File: src/rtl/regbank_pkg.sv
// Shared definitions for the 32x32 MIPS register bank: sizes, register indices
// and the reserved-register decode used by both the write port and the read mux.
package regbank_pkg;

  localparam int DW    = 32;
  localparam int NREGS = 32;
  localparam int AW    = 5;

  localparam logic [4:0] REG_ZERO = 5'd0;
  localparam logic [4:0] REG_AT   = 5'd1;
  localparam logic [4:0] REG_K0   = 5'd26;
  localparam logic [4:0] REG_K1   = 5'd27;
  localparam logic [4:0] REG_GP   = 5'd28;
  localparam logic [4:0] REG_SP   = 5'd29;
  localparam logic [4:0] REG_FP   = 5'd30;
  localparam logic [4:0] REG_RA   = 5'd31;

  typedef enum logic {
    BUF_EMPTY = 1'b0,
    BUF_PEND  = 1'b1
  } buf_state_e;

  function automatic logic is_reserved(input logic [0:AW-1] addr);
    return (addr == REG_AT) || (addr == REG_K0) || (addr == REG_K1);
  endfunction

endpackage

File: src/rtl/reg_wr_arb.sv
// Single write-port arbiter: CPU write-back first, DMA through a one-entry buffer.
// Optional DMA starvation guard selected by the DMA_STARVE_EN macro.
module reg_wr_arb #(
  parameter int DW         = 32,
  parameter int STARVE_MAX = 8
) (
  input  logic          clk,
  input  logic          rst_n,
  input  logic          cpu_we,
  input  logic [0:4]    cpu_waddr,
  input  logic [0:DW-1] cpu_wdata,
  input  logic          dma_valid,
  output logic          dma_ready,
  input  logic [0:4]    dma_waddr,
  input  logic [0:DW-1] dma_wdata,
  output logic          cpu_stall,
  output logic          cpu_blocked,
  output logic          we,
  output logic [0:4]    waddr,
  output logic [0:DW-1] wdata
);
  import regbank_pkg::*;

  buf_state_e    state_r;
  logic [0:4]    baddr_r;
  logic [0:DW-1] bdata_r;
  logic          stall_r;
  logic          cpu_acc_s;
  logic          commit_s;

  assign cpu_acc_s   = cpu_we & ~stall_r;
  assign commit_s    = (state_r == BUF_PEND) & ~cpu_acc_s;
  assign dma_ready   = (state_r == BUF_EMPTY);
  assign cpu_stall   = stall_r;
  assign cpu_blocked = cpu_we & stall_r;

  // DMA holding-buffer FSM; a load and a commit can never share a cycle
  always_ff @(posedge clk or negedge rst_n) begin
    if (!rst_n) begin
      state_r <= BUF_EMPTY;
      baddr_r <= 5'd0;
      bdata_r <= {DW{1'b0}};
    end else begin
      case (state_r)
        BUF_EMPTY: begin
          if (dma_valid) begin
            baddr_r <= dma_waddr;
            bdata_r <= dma_wdata;
            state_r <= BUF_PEND;
          end
        end
        BUF_PEND: begin
          if (commit_s) state_r <= BUF_EMPTY;
        end
        default: state_r <= BUF_EMPTY;
      endcase
    end
  end

`ifdef DMA_STARVE_EN
  localparam int CW = $clog2(STARVE_MAX + 1);
  logic [CW-1:0] cnt_r;

  // Count blocked PEND cycles; at the limit steal exactly one CPU cycle for the commit
  always_ff @(posedge clk or negedge rst_n) begin
    if (!rst_n) begin
      cnt_r   <= {CW{1'b0}};
      stall_r <= 1'b0;
    end else if ((state_r == BUF_PEND) && cpu_acc_s) begin
      cnt_r   <= cnt_r + {{(CW-1){1'b0}}, 1'b1};
      stall_r <= ((cnt_r + {{(CW-1){1'b0}}, 1'b1}) == CW'(STARVE_MAX));
    end else begin
      cnt_r   <= {CW{1'b0}};
      stall_r <= 1'b0;
    end
  end
`else
  assign stall_r = 1'b0;
`endif

  // Select the one writer that owns the storage port this cycle
  always_comb begin
    we    = 1'b0;
    waddr = 5'd0;
    wdata = {DW{1'b0}};
    if (cpu_acc_s) begin
      we    = 1'b1;
      waddr = cpu_waddr;
      wdata = cpu_wdata;
    end else if (commit_s) begin
      we    = 1'b1;
      waddr = baddr_r;
      wdata = bdata_r;
    end else begin
      we    = 1'b0;
    end
  end

endmodule

File: src/rtl/reg_write_port.sv
// Write side of the MIPS register bank: storage, write decode and error pulse.
// Define DMA_STARVE_EN to enable the forced CPU stall for a starved DMA entry.
module reg_write_port #(
  parameter int DW         = 32,
  parameter int STARVE_MAX = 8
) (
  input  logic             clk,
  input  logic             rst_n,
  input  logic             cpu_we,
  input  logic [0:4]       cpu_waddr,
  input  logic [0:DW-1]    cpu_wdata,
  input  logic             dma_valid,
  output logic             dma_ready,
  input  logic [0:4]       dma_waddr,
  input  logic [0:DW-1]    dma_wdata,
  output logic             cpu_stall,
  output logic             wr_err,
  output logic [0:32*DW-1] regs_flat
);
  import regbank_pkg::*;

  logic [0:DW-1] mem_r [NREGS];
  logic          wr_err_r;
  logic          arb_we_s;
  logic [0:4]    arb_addr_s;
  logic [0:DW-1] arb_data_s;
  logic          cpu_blocked_s;

  reg_wr_arb #(.DW(DW), .STARVE_MAX(STARVE_MAX)) u_arb (
    .clk         (clk),
    .rst_n       (rst_n),
    .cpu_we      (cpu_we),
    .cpu_waddr   (cpu_waddr),
    .cpu_wdata   (cpu_wdata),
    .dma_valid   (dma_valid),
    .dma_ready   (dma_ready),
    .dma_waddr   (dma_waddr),
    .dma_wdata   (dma_wdata),
    .cpu_stall   (cpu_stall),
    .cpu_blocked (cpu_blocked_s),
    .we          (arb_we_s),
    .waddr       (arb_addr_s),
    .wdata       (arb_data_s)
  );

  // Register storage; $zero and reserved registers are never written
  always_ff @(posedge clk or negedge rst_n) begin
    if (!rst_n) begin
      for (int i = 0; i < NREGS; i++) mem_r[i] <= {DW{1'b0}};
    end else if (arb_we_s && (arb_addr_s != REG_ZERO) && !is_reserved(arb_addr_s)) begin
      mem_r[arb_addr_s] <= arb_data_s;
    end
  end

  // Error pulse the cycle after a reserved write or a CPU write attempted during stall
  always_ff @(posedge clk or negedge rst_n) begin
    if (!rst_n) begin
      wr_err_r <= 1'b0;
    end else begin
      wr_err_r <= (arb_we_s && is_reserved(arb_addr_s)) || cpu_blocked_s;
    end
  end

  assign wr_err = wr_err_r;

  for (genvar g = 0; g < NREGS; g++) begin : g_flat
    assign regs_flat[g*DW +: DW] = is_reserved(5'(g)) ? {DW{1'b0}} : mem_r[g];
  end

endmodule

File: config.mk
export PLATFORM = sky130hd
export DESIGN_NAME = reg_write_port
export DESIGN_NICKNAME = d
export VERILOG_FILES = /design/src/rtl/regbank_pkg.sv /design/src/rtl/reg_wr_arb.sv /design/src/rtl/reg_write_port.sv
export SDC_FILE = /design/constraint.sdc
export NUM_CORES = 1
export LEC_CHECK = 0
export ABC_AREA = 1
export BUFFER_PORTS_ARGS = -buffer_cell sky130_fd_sc_hd__buf_4
export CAP_MARGIN = 20
export CORE_AREA = 2 2 428 430
export DETAILED_ROUTE_END_ITERATION = 6
export DIE_AREA = 0 0 430 432
export MAX_ROUTING_LAYER = met4
export SLEW_MARGIN = 40
export SYNTH_ARGS = -nofsm -noshare
export SYNTH_HDL_FRONTEND = slang
export SYNTH_SLANG_ARGS = --single-unit
File: constraint.sdc
create_clock -name clk -period 2.75 [get_ports clk]
set_clock_uncertainty 0.15 [all_clocks]
set_input_delay 0.4125 -clock clk [delete_from_list [all_inputs] [get_ports clk]]
set_output_delay 0.4125 -clock clk [all_outputs]
set_load 0.02 [all_outputs]
==> qor.yml <==
floorplanning:
  num_io_pins: 1105
  die_area_um2: 186000
  die_w_um: 430
  core_area_um2: 182000
  die_y_um: 432
  start_util: 0.216
  placementRows: 157
run:
  maxCapViolCount: 0
setup_path:
  cp.required_ns: 2.19
  worstSetupPathType: "reg -> out"
  crit_path_max_fanout: 31
  critical_path.cell_chain: "buf_6, inv_1, buf_4"
  critPathLaunchType: "register"
  crit_family: "buffers and inverters"
  worstPathArrival_ns: 1.96
  crit_buf_inv: 3
  critPathCaptureType: "output pin"
  critical-path-slowest-cell: "dfrtp_2"
  cp_slowest_stage_delay_ns: 0.47
timing:
  slew_viol_final: 0
  finalHoldViolCount: 0
  grt_setup_unrepaired: "no"
  setup_ws_ns: 0.232
  setup_viol: 0
  period_share: 0.916
  post-route-min-period_ns: 2.52
  worstMarginPinSlew_ns: 0.796
  fmax_mhz: 397
  fin_setup_tns_ns: 0
  slew_headroom: 0.469
global_routing:
  track_usage: 0.193
  grt_remaining_overflow: 0
  grt_max_degree: 95
  antenna_found_initial: 7
  grt_pass1_vias: 34200
  grt_pass1_wl_mm: 254
power:
  p_total_mw: 59.8
  leakage_nw: 29.5
  vdd_drop_max_uv: 574
  powerDensity_nw_per_um2: 1100
synthesis:
  ys_seq_area_frac: 0.617
  ys_top_cells_by_area: "dfrtp_1 (62%), nand2_1 (20%), nand4_1 (5.1%)"
  syn-cell-area_um2: 39200
  synth-seq-cells: 967
  netlist_instances: 4368
  synth_cell_types: 19
  yosys.area.top_type_share: 0.617
  syn_avg_cell_area_um2: 8.98
  ys_warn_count: 0
  yosys.area.top_type: "dfrtp_1"
clocking:
  insertion_delay_ns: 0.74
  cts_buffers: 107
  cts.path.max_buffers: 3
  cts-root-buf: "clkbuf_16"
  cts_sinks: 967
  htree_levels: 3
  postCtsSetupBuffers: 0
  clk_pin_slew_ns: 0.07
  cts_tree: "built"
cells_and_area:
  multi_input_area_um2: 13100
  fin_nets: 5395
  num-fill-cells: 18900
  layout-drive-gt1-share: 0.276
  syn_to_final_growth_pct: 38.7
  layout_common_cells: "nand2_1 (2,102), buf_4 (1,124), dfrtp_1 (966)"
  final_common_cell: "nand2_1"
  fin_area_um2: 54400
  seqCellArea_um2: 24200
place:
  place_area_um2: 50300
  hpwl_mm: 125
  port_buffers: 1007
  gp_congestion: 0.847
  post-place-ws_ns: 0.243
route:
  ant_nets: 0
  drc: 0
  vias: 35800
  routedWlPerCell_um: 23.4
  routed_wirelength_mm: 182
  drt-initial-drc-count: 3407
  drt_pass1_iterations: 6
  viasPerCell: 4.59
run_status:
  outcome: "complete, no violations"
worst_hold_path:
  hp-class: "in -> reg"
kinds of logic after synthesis:
family / after synthesis / synth area share
other: 1 / 0.0000956
multiplexers: 37 / 0.0106
AO/OA/AOI/OAI: 1 / 0.000127
AND/OR/NAND/NOR: 2857 / 0.307
flip-flops: 967 / 0.617
buffers and inverters: 505 / 0.0651
layout make-up:
| type | instances | area share |
|---|---|---|
| Antenna cell | 5 | 0.000230 |
| Clock buffer | 157 | 0.0585 |
| Clock inverter | 41 | 0.0104 |
| Inverter | 10 | 0.000828 |
| Multi-Input combinational cell | 2992 | 0.241 |
| Sequential cell | 967 | 0.445 |
| Tap cell | 2385 | 0.0548 |
| Timing Repair Buffer | 1239 | 0.190 |
cell usage after synthesis (all sizes together):
cell type and count:
inv 10, nand3 378, dfrtp 967, clkbuf 151
mux2 37, nand2 2141, nand4 320, conb 1
o21ai 1, buf 344, nor2 18
flip-flops by register name (all words and copies together) (netlist names):
signal,cells
regs_flat,928
u_arb.bdata_r,32
u_arb.baddr_r,5
u_arb.state_r,1
wr_err,1
stage by stage:
stage          utilization  cells  hold slack [ns]
6_report             0.300   7796            0.130
5_1_grt              0.300   7795           0.0983
4_1_cts              0.299   7791           0.0420
3_5_place_dp         0.277   7553            0.216
3_3_place_gp         0.277   7552            0.216
2_1_floorplan            -   4464          -0.0331
final timing paths:
| kind | slack [ns] | start | end | cells after the start |
|---|---|---|---|---|
| max | 0.23 | u_arb.state_r | dma_ready | 3 |
| max reg2reg | 0.36 | u_arb.state_r | regs_flat[206] | 7 |
| min in group asynchronous | 0.17 | rst_n | regs_flat[375] | 2 |
| max in group asynchronous | 1.13 | rst_n | regs_flat[452] | 3 |
| min | 0.13 | dma_valid | u_arb.bdata_r[10] | 4 |
| min reg2reg | 0.23 | regs_flat[23] | regs_flat[23] | 0 |
tightest hold or removal path, delay by kind of cell:
kind / cells / cell delay [ns]
buffers and inverters: 2 / 0.26
multiplexers: 1 / 0.24
AND/OR/NAND/NOR: 1 / 0.06
routing by layer:
layer,wire [um],share of wire,GRT usage,up-vias
li1,-,-,-,15700
met5,0,0,-,-
met3,15400,0.085,0.0472,438
met4,9110,0.050,0.0906,0
met2,90000,0.49,0.318,1767
met1,67800,0.37,0.222,17900
repair_timing:
action	4_1_cts	5_1_grt
setup endpoints to repair	1	0
hold buffers	40	0
gates resized for setup	1	0
hold endpoints to repair	62	0
where the power goes:
| part | switching (mW) | internal, mW |
|---|---|---|
| registers | 2.97 | 18.9 |
| logic | 14.4 | 8.17 |
| clock network | 6.32 | 8.99 |
Power figures use the tool's default switching activity.
